$ cat src/rtl/rs232_rx_if.sv
// Byte handshake between the RS-232 receiver and the processor-side consumer.
interface rs232_rx_if;
  logic [7:0] data_out;
  logic       data_ready;
  logic       data_ack;
  logic       overrun;
  logic       frame_err;

  modport master (
    output data_out,
    output data_ready,
    output overrun,
    output frame_err,
    input  data_ack
  );

  modport slave (
    input  data_out,
    input  data_ready,
    input  overrun,
    input  frame_err,
    output data_ack
  );
endinterface

$ cat src/rtl/rs232_rx.sv
// 8N1 UART receiver: oversamples rxd at 8x baud, decides each bit by a
// 3-sample majority vote and hands bytes over through a ready/ack handshake.
module rs232_rx #(
  parameter int SYNC_STAGES = 2
) (
  input  logic          clk,
  input  logic          reset,
  input  logic          rx_en,
  input  logic          rxd,
  rs232_rx_if.master    bus
);

  typedef enum logic [1:0] {
    IDLE  = 2'd0,
    START = 2'd1,
    DATA  = 2'd2,
    STOP  = 2'd3
  } state_t;

  logic [SYNC_STAGES-1:0] sync_q;
  logic                   rxd_s;

  state_t     state;
  logic [2:0] phase;
  logic [2:0] bitidx;
  logic [7:0] shreg;
  logic       samp3;
  logic       samp4;

  logic       maj;
  logic       stop_tick;
  logic       publish;
  logic       stop_bad;

  logic [7:0] data_out_q;
  logic       data_ready_q;
  logic       overrun_q;
  logic       frame_err_q;

  assign rxd_s = sync_q[SYNC_STAGES-1];

  // The phase-5 sample is taken straight from rxd_s so the vote completes on that tick.
  assign maj       = (samp3 & samp4) | (samp3 & rxd_s) | (samp4 & rxd_s);
  assign stop_tick = rx_en && (state == STOP) && (phase == 3'd5);
  assign publish   = stop_tick && maj;
  assign stop_bad  = stop_tick && !maj;

  assign bus.data_out   = data_out_q;
  assign bus.data_ready = data_ready_q;
  assign bus.overrun    = overrun_q;
  assign bus.frame_err  = frame_err_q;

  // Bring the asynchronous line into the clk domain; idles high out of reset.
  always_ff @(posedge clk or posedge reset) begin
    if (reset) begin
      sync_q <= '1;
    end else begin
      sync_q <= {sync_q[SYNC_STAGES-2:0], rxd};
    end
  end

  // Frame FSM, bit-phase counter and mid-bit sampling, advanced only on rx_en ticks.
  always_ff @(posedge clk or posedge reset) begin
    if (reset) begin
      state  <= IDLE;
      phase  <= 3'd0;
      bitidx <= 3'd0;
      shreg  <= 8'h00;
      samp3  <= 1'b0;
      samp4  <= 1'b0;
    end else if (rx_en) begin
      if (phase == 3'd3) begin
        samp3 <= rxd_s;
      end
      if (phase == 3'd4) begin
        samp4 <= rxd_s;
      end
      case (state)
        IDLE: begin
          phase <= 3'd0;
          if (!rxd_s) begin
            state <= START;
            phase <= 3'd1;
          end
        end
        START: begin
          if ((phase == 3'd5) && maj) begin
            state <= IDLE;
            phase <= 3'd0;
          end else if (phase == 3'd7) begin
            state  <= DATA;
            bitidx <= 3'd0;
            phase  <= 3'd0;
          end else begin
            phase <= phase + 3'd1;
          end
        end
        DATA: begin
          phase <= phase + 3'd1;
          if (phase == 3'd5) begin
            shreg <= {maj, shreg[7:1]};
          end
          if (phase == 3'd7) begin
            if (bitidx == 3'd7) begin
              state <= STOP;
            end else begin
              bitidx <= bitidx + 3'd1;
            end
          end
        end
        STOP: begin
          if (phase == 3'd5) begin
            state <= IDLE;
            phase <= 3'd0;
          end else begin
            phase <= phase + 3'd1;
          end
        end
        default: begin
          state <= IDLE;
          phase <= 3'd0;
        end
      endcase
    end
  end

  // Consumer handshake on every clk: publish, acknowledge, overrun and framing-error pulse.
  always_ff @(posedge clk or posedge reset) begin
    if (reset) begin
      data_out_q   <= 8'h00;
      data_ready_q <= 1'b0;
      overrun_q    <= 1'b0;
      frame_err_q  <= 1'b0;
    end else begin
      frame_err_q <= stop_bad;
      if (publish) begin
        data_out_q   <= shreg;
        data_ready_q <= 1'b1;
        overrun_q    <= data_ready_q && !bus.data_ack;
      end else if (bus.data_ack && data_ready_q) begin
        data_ready_q <= 1'b0;
        overrun_q    <= 1'b0;
      end
    end
  end

endmodule

$ cat src/flat_wrapper.sv
// flat-port wrapper written by rule: the top's interface ports become plain ports
module rs232_rx_flat 
#(
  parameter int SYNC_STAGES = 2
)
  (clk, reset, rx_en, rxd, bus_data_out, bus_data_ready, bus_overrun, bus_frame_err, bus_data_ack);
  rs232_rx_if bus_i ();
  input  logic clk;
  input  logic reset;
  input  logic rx_en;
  input  logic rxd;
  output wire logic [$bits(bus_i.data_out)-1:0] bus_data_out;
  output wire logic [$bits(bus_i.data_ready)-1:0] bus_data_ready;
  output wire logic [$bits(bus_i.overrun)-1:0] bus_overrun;
  output wire logic [$bits(bus_i.frame_err)-1:0] bus_frame_err;
  input wire logic [$bits(bus_i.data_ack)-1:0] bus_data_ack;
  assign bus_data_out = bus_i.data_out;
  assign bus_data_ready = bus_i.data_ready;
  assign bus_overrun = bus_i.overrun;
  assign bus_frame_err = bus_i.frame_err;
  assign bus_i.data_ack = bus_data_ack;
  rs232_rx #(.SYNC_STAGES(SYNC_STAGES)) u_core (.clk(clk), .reset(reset), .rx_en(rx_en), .rxd(rxd), .bus(bus_i));
endmodule
$ cat config.mk
export PLATFORM = sky130hd
export DESIGN_NAME = rs232_rx_flat
export DESIGN_NICKNAME = d
export VERILOG_FILES = /design/src/rtl/rs232_rx_if.sv /design/src/rtl/rs232_rx.sv /design/src/flat_wrapper.sv
export SDC_FILE = /design/constraint.sdc
export NUM_CORES = 1
export LEC_CHECK = 0
export CAP_MARGIN = 30
export CORE_ASPECT_RATIO = 2
export CORE_MARGIN = 4
export CORE_UTILIZATION = 41
export CTS_CLUSTER_DIAMETER = 150
export CTS_CLUSTER_SIZE = 12
export DETAILED_ROUTE_END_ITERATION = 7
export PLACE_DENSITY = 0.69
export SYNTH_ARGS = -nofsm -noshare
export SYNTH_HDL_FRONTEND = slang
export SYNTH_SLANG_ARGS = --single-unit
$ cat constraint.sdc
create_clock -name clk -period 1.95 [get_ports clk]
set_input_delay 0.195 -clock clk [delete_from_list [all_inputs] [get_ports clk]]
set_output_delay 0.195 -clock clk [all_outputs]
set_load 0.01 [all_outputs]
# --- Word-level counts from Yosys, hierarchy flattened ---
# Cells that the tools add are included.
classes:
  addsub: 2
  n_eq_ne: 16
  n_mux: 20
  bitwise: 5
  n_reduce_logical: 17
op_table:
  columns: ["cell", "count"]
  rows:
  - ["2-to-1 mux 3 bit", 7]
  - ["== test 3 bit, second input constant", 4]
  - ["2-to-1 mux 2 bit", 6]
  - ["one-hot mux 3 bit (4 select lines)", 1]
  - ["AND reduction 6 bit", 2]
  - ["!= test 2 bit, second input constant", 4]
  - ["one-hot mux 2 bit (4 select lines)", 1]
  - ["logical AND 1 bit", 7]
  - ["adder 3 x 1 -> 3 bit, second input constant", 2]
  - ["!= test 2 x 1 -> 1 bit, second input constant", 3]
  - ["one-hot mux 3 bit (2 select lines)", 1]
  - ["== test 2 bit, second input constant", 2]
  - ["2-to-1 mux 1 bit", 4]
  - ["AND reduction 2 bit", 2]
  - ["nonzero test 2 bit", 2]
  - ["bitwise AND 1 bit", 3]
  - ["== test 3 x 2 -> 1 bit, second input constant", 1]
  - ["!= test 3 x 1 -> 1 bit, second input constant", 1]
  - ["AND reduction 3 bit", 1]
  - ["== test 2 x 1 -> 1 bit, second input constant", 1]
  - ["logical NOT 1 bit", 2]
  - ["logical NOT 2 bit", 1]
  - ["bitwise OR 1 bit", 2]
totals:
  register_bits: 31
  in_bits: 5
  wordCells: 71

# --- Depth between registers and ports, before layout ---
logic_depth:
  ltp_word: 6
  mapped_depth: 7

# --- Worst setup path after synthesis ---
# OpenSTA, ideal clock, no wires.
synth_path:
  kind: "register to register"
  start: "register u_core.phase[0]"
  end: "register u_core.bitidx[0]"
  arrival_ns: 1.546
  required_time_ns: 1.825
  slack_ns: 0.279
  stages_incl_launch_ff: 7
  path_buffers: 0
  synth_period_minus_slack_ns: 1.671
  path_cell_list: "dfrtp_1 > ha_1 > ha_1 > nor2b_1 > o22ai_1 > o2111ai_4 > mux2_4"
synth_between:
  elab_chain_cells: 4
synth_rtl:
  columns: ["element", "line", "text"]
  rows:
  - ["start, declared", "rs232_rx.sv:24", "logic [2:0] phase;"]
  - ["start signal, assigned", "rs232_rx.sv:95", "phase <= phase + 3'd1;"]
  - ["start signal, assigned", "rs232_rx.sv:99", "phase <= phase + 3'd1;"]
  - ["start signal, assigned", "rs232_rx.sv:116", "phase <= phase + 3'd1;"]
  - ["== test 3 bit", "rs232_rx.sv:87", "if ((phase == 3'd5) && maj) begin"]
  - ["logical AND 1 bit", "rs232_rx.sv:87", null]
  - ["!= test 2 bit (no source line)", null, null]
  - ["AND reduction 6 bit (no source line) *", null, null]
  - ["end signal, assigned", "rs232_rx.sv:107", "bitidx <= bitidx + 3'd1;"]
  - ["end, declared", "rs232_rx.sv:25", "logic [2:0] bitidx;"]
# Mark *: on every way between the ends. The rest lies on a longest branch, timed or not.
# A chain may end at the register's enable or synchronous reset.

# --- Worst setup path in the final report ---
# Ends and elaborated chain as after synthesis.

==> qor.csv <==
stage,metric,value,unit
routing,TritonRoute pass-1 iters,4,
worst_setup_path,cells along the critical path,ha_1 -> ha_1 -> nor2b_1 -> o22ai_1 -> o2111ai_4 -> mux2_4,
synth,top cells by area in the synthesized netlist,"sky130_fd_sc_hd__dfrtp_1, sky130_fd_sc_hd__mux2_1, sky130_fd_sc_hd__ha_1",
cells_and_area,design area,1870,µm²
timing,relative max-transition margin,0.738,
timing,worst clock skew,5.37,ps
synth,share of cell area taken by muxes after synthesis,0.169,
power_and_ir_drop,Psw,693,µW
clock_network,CTS tree,yes,
worst_setup_path,crit path launch type,flop,
routing,routed len/inst,14.2,µm
cells_and_area,"commonest cells after routing, fill and taps aside","sky130_fd_sc_hd__dfrtp_1, sky130_fd_sc_hd__mux2_1, sky130_fd_sc_hd__clkdlybuf4s50_1, sky130_fd_sc_hd__inv_1, sky130_fd_sc_hd__ha_1",
cells_and_area,# nets final,161,
global_routing,initial antenna violation count,0,
power_and_ir_drop,portion of total power attributed to the clock network,0.301,
worst_setup_path,worst reg2reg setup slack,150,ps
synth,number of nets in the synthesized netlist,138,
floorplan,Initial Util,0.422,
synth,cell area after synthesis,1520,µm²
clock_network,clock-pin slew on the worst setup and hold paths,70,ps
synth,ys flop type,sky130_fd_sc_hd__dfrtp_1,
outcome,run status,"complete, no violations",
clock_network,Resize count post-CTS,0,
timing,Setup-failing EPs final,0,
worst_setup_path,critical path endpoint category,flop,
clock_network,Clock Path Buffers,2,
cells_and_area,number of diodes added for antenna fixing,0,
floorplan,floorplan core area,3610,µm²
clock_network,number of sinks on the clock net,31,
worst_setup_path,"Slowest-stage cell, CP",sky130_fd_sc_hd__dfrtp_1,
routing,total length of routed wires,2760,µm
synth,share of synthesized area occupied by flip-flops and latches,0.511,
power_and_ir_drop,power density normalized to cell area,1150,nW/µm²
floorplan,ports placed on the boundary,16,
cells_and_area,Area growth syn-to-layout,22.6,%
floorplan,Die Area,4820,µm²
worst_setup_path,type of the worst setup path,reg -> reg,
clock_network,clock buffer count from CTS,5,
synth,"FFs w/ async S/R, synth",1.00,
worst_setup_path,"Max FO, Critical Path",5,
synth,Netlist cell types,32,
global_routing,global-route usage over all layers,0.137,
clock_network,total of hold buffers inserted after clock tree synthesis,0,
synth,area share of the largest cell type after synthesis,0.476,
clock_network,H-tree levels,2,
power_and_ir_drop,Max VDD drop,0.000587,V
power_and_ir_drop,combinational fraction of design power,0.320,
synth,combinational family with the most area after synthesis,multiplexers,
clock_network,number of post-CTS setup repair buffers,0,
worst_setup_path,Worst Path Arrival,1970,ps
worst_setup_path,launching point of the worst reg2reg path,u_core.phase[0],
synth,number of register bits inferred by synthesis,31,
placed_design,Final GP Congestion,0.771,
cells_and_area,most common library cell in the layout ignoring fill and taps,sky130_fd_sc_hd__dfrtp_1,
global_routing,wire length of the first global-routing pass,4770,µm
floorplan,floorplan die width,51.1,µm
cells_and_area,fill cell total of the finished layout,312,
routing,routed vias,998,
worst_setup_path,endpoint of the lowest-slack register-to-register path,u_core.bitidx[0],
worst_setup_path,Register-to-Register Path Depth,6,
synth,cells after synthesis,121,
cells_and_area,sequential cell area in the final layout,778,µm²
global_routing,total overflow reported by the global router,0,
cells_and_area,Multi-input gate area,689,µm²
timing,setup total negative slack,0,ps
timing,post-route clock period utilization,0.923,
worst_setup_path,cell with the most instances on the worst path,sky130_fd_sc_hd__ha_1,
routing,post-route DRC violation count,0,
floorplan,die boundary height,94.2,µm
synth,cell type with the highest aggregate area in the netlist,sky130_fd_sc_hd__dfrtp_1,
synth,"post-synthesis share of cell area spent on full adders, half adders and majority gates",0.108,
synth,Avg Inst Size Synth,12.6,µm²
placed_design,DP HPWL,2120,µm
synth,fraction of the mapped netlist area in simple logic gates,0.0911,
synth,count of flip-flops with a built-in enable after synthesis,0,
timing,final number of max-transition violations,0,
routing,routed vias/inst,5.14,
floorplan,cell row count,31,
power_and_ir_drop,cell leakage power,0.000923,µW
worst_setup_path,"Req. time, crit path",2120,ps
routing,DRT antenna net count,0,
placed_design,Port Buffers,15,
clock_network,cell chosen for the clock root,sky130_fd_sc_hd__clkbuf_8,
timing,fmax,555,MHz
power_and_ir_drop,Reg power frac,0.379,
power_and_ir_drop,net switching share of the total power,0.323,
timing,RSZ-0062 raised after global routing,no,
routing,initial drt markers,6,
job,max-capacitance violation count,0,
worst_setup_path,largest stage delay on the critical path,430,ps
cells_and_area,layout cells sized above 1,0.159,
global_routing,pin count of the biggest net entering global routing,32,
clock_network,clock latency on the worst-skew pair,280,ps
timing,min cycle time layout,1800,ps
timing,final count of hold timing violations,0,
synth,xor and xnor fraction of the mapped netlist area,0,
power_and_ir_drop,cell-internal power,1450,µW
synth,synth warn,0,
timing,worst-margin pin slew,393,ps
global_routing,via count of the first global-routing pass,1083,
hold_path,worst hold path type,in -> async,
synth,Compound-Gate Fraction of Synth Area,0.0846,
placed_design,post-detailed-placement cell area,1750,µm²
[layout make-up]
class | count | area share
clock inverter | 2 | 0.0188
multi-input combinational | 75 | 0.369
timing repair buffer | 18 | 0.0924
sequential | 31 | 0.417
clock buffer | 6 | 0.0442
inverter | 13 | 0.0261
tap | 49 | 0.0328
[Yosys cell counts, types with 4 or more instances]
library cell and instances:
sky130_fd_sc_hd__dfrtp_1 29, sky130_fd_sc_hd__a21oi_1 4, sky130_fd_sc_hd__ha_1 12, sky130_fd_sc_hd__mux2_1 16, sky130_fd_sc_hd__nor2_1 4, sky130_fd_sc_hd__nand2_1 7
sky130_fd_sc_hd__mux2i_1 4, sky130_fd_sc_hd__inv_1 13
[per-stage QoR]
step	setup WS [ps]	util	hold slack, ps	power [µW]	std cells
after floorplan	279	-	199	1350	121
after global placement	218	0.485	347	1470	186
after detailed placement	161	0.485	350	1520	186
after CTS	148	0.518	300	2190	194
after global routing	84.5	0.518	308	2300	194
final	149	0.518	295	2150	194
[critical path: cells and delay by family (launching register included)]
kind	cells	cell delay (ps)
flops	1	430
fa+ha+maj	2	470
simple gates	1	160
compound gates	2	300
mux	1	330
[state kept, by name, indices dropped and copies added (netlist names), named ones only]
name,flops
u_core.samp4,1
u_core.bus.data_out,8
u_core.bus.frame_err,1
u_core.bus.overrun,1
u_core.state,1
u_core.sync_q,2
u_core.bus.data_ready,1
u_core.phase,3
u_core.samp3,1
u_core.shreg,8
u_core.bitidx,3
[how the worst max path moves through the flow]
stage | from | endpoint | slack, ps | cells after the start
floorplan | u_core.phase[0] | u_core.bitidx[0] | 280 | 6
global placement | u_core.phase[0] | u_core.bitidx[0] | 220 | 6
global route | u_core.phase[0] | u_core.phase[0] | 80 | 6
finish | u_core.phase[0] | u_core.bitidx[0] | 150 | 6
detailed placement | u_core.phase[0] | u_core.bitidx[0] | 160 | 6
CTS | u_core.phase[0] | u_core.bitidx[0] | 150 | 6
[kinds of logic after synthesis]
group           Yosys count
buf+inv                  15
mux                      23
simple gates             23
fa+ha+maj                13
flops                    31
compound gates           16
[power by group through the flow]
stage	clock [µW]	combinational (µW)	sequential, µW
finish	646	688	814
global route	702	773	826
CTS	671	699	815
detailed placement	0	699	826
global placement	0	655	814
floorplan	0	528	822
[routing by layer]
metal	GRT usage	share of wire
met3	0.0397	0.038
met4	0.0989	0.042
met1	0.112	0.33
met5	0	0
met2	0.259	0.59
Note: power is estimated with default switching activity, not from simulation.
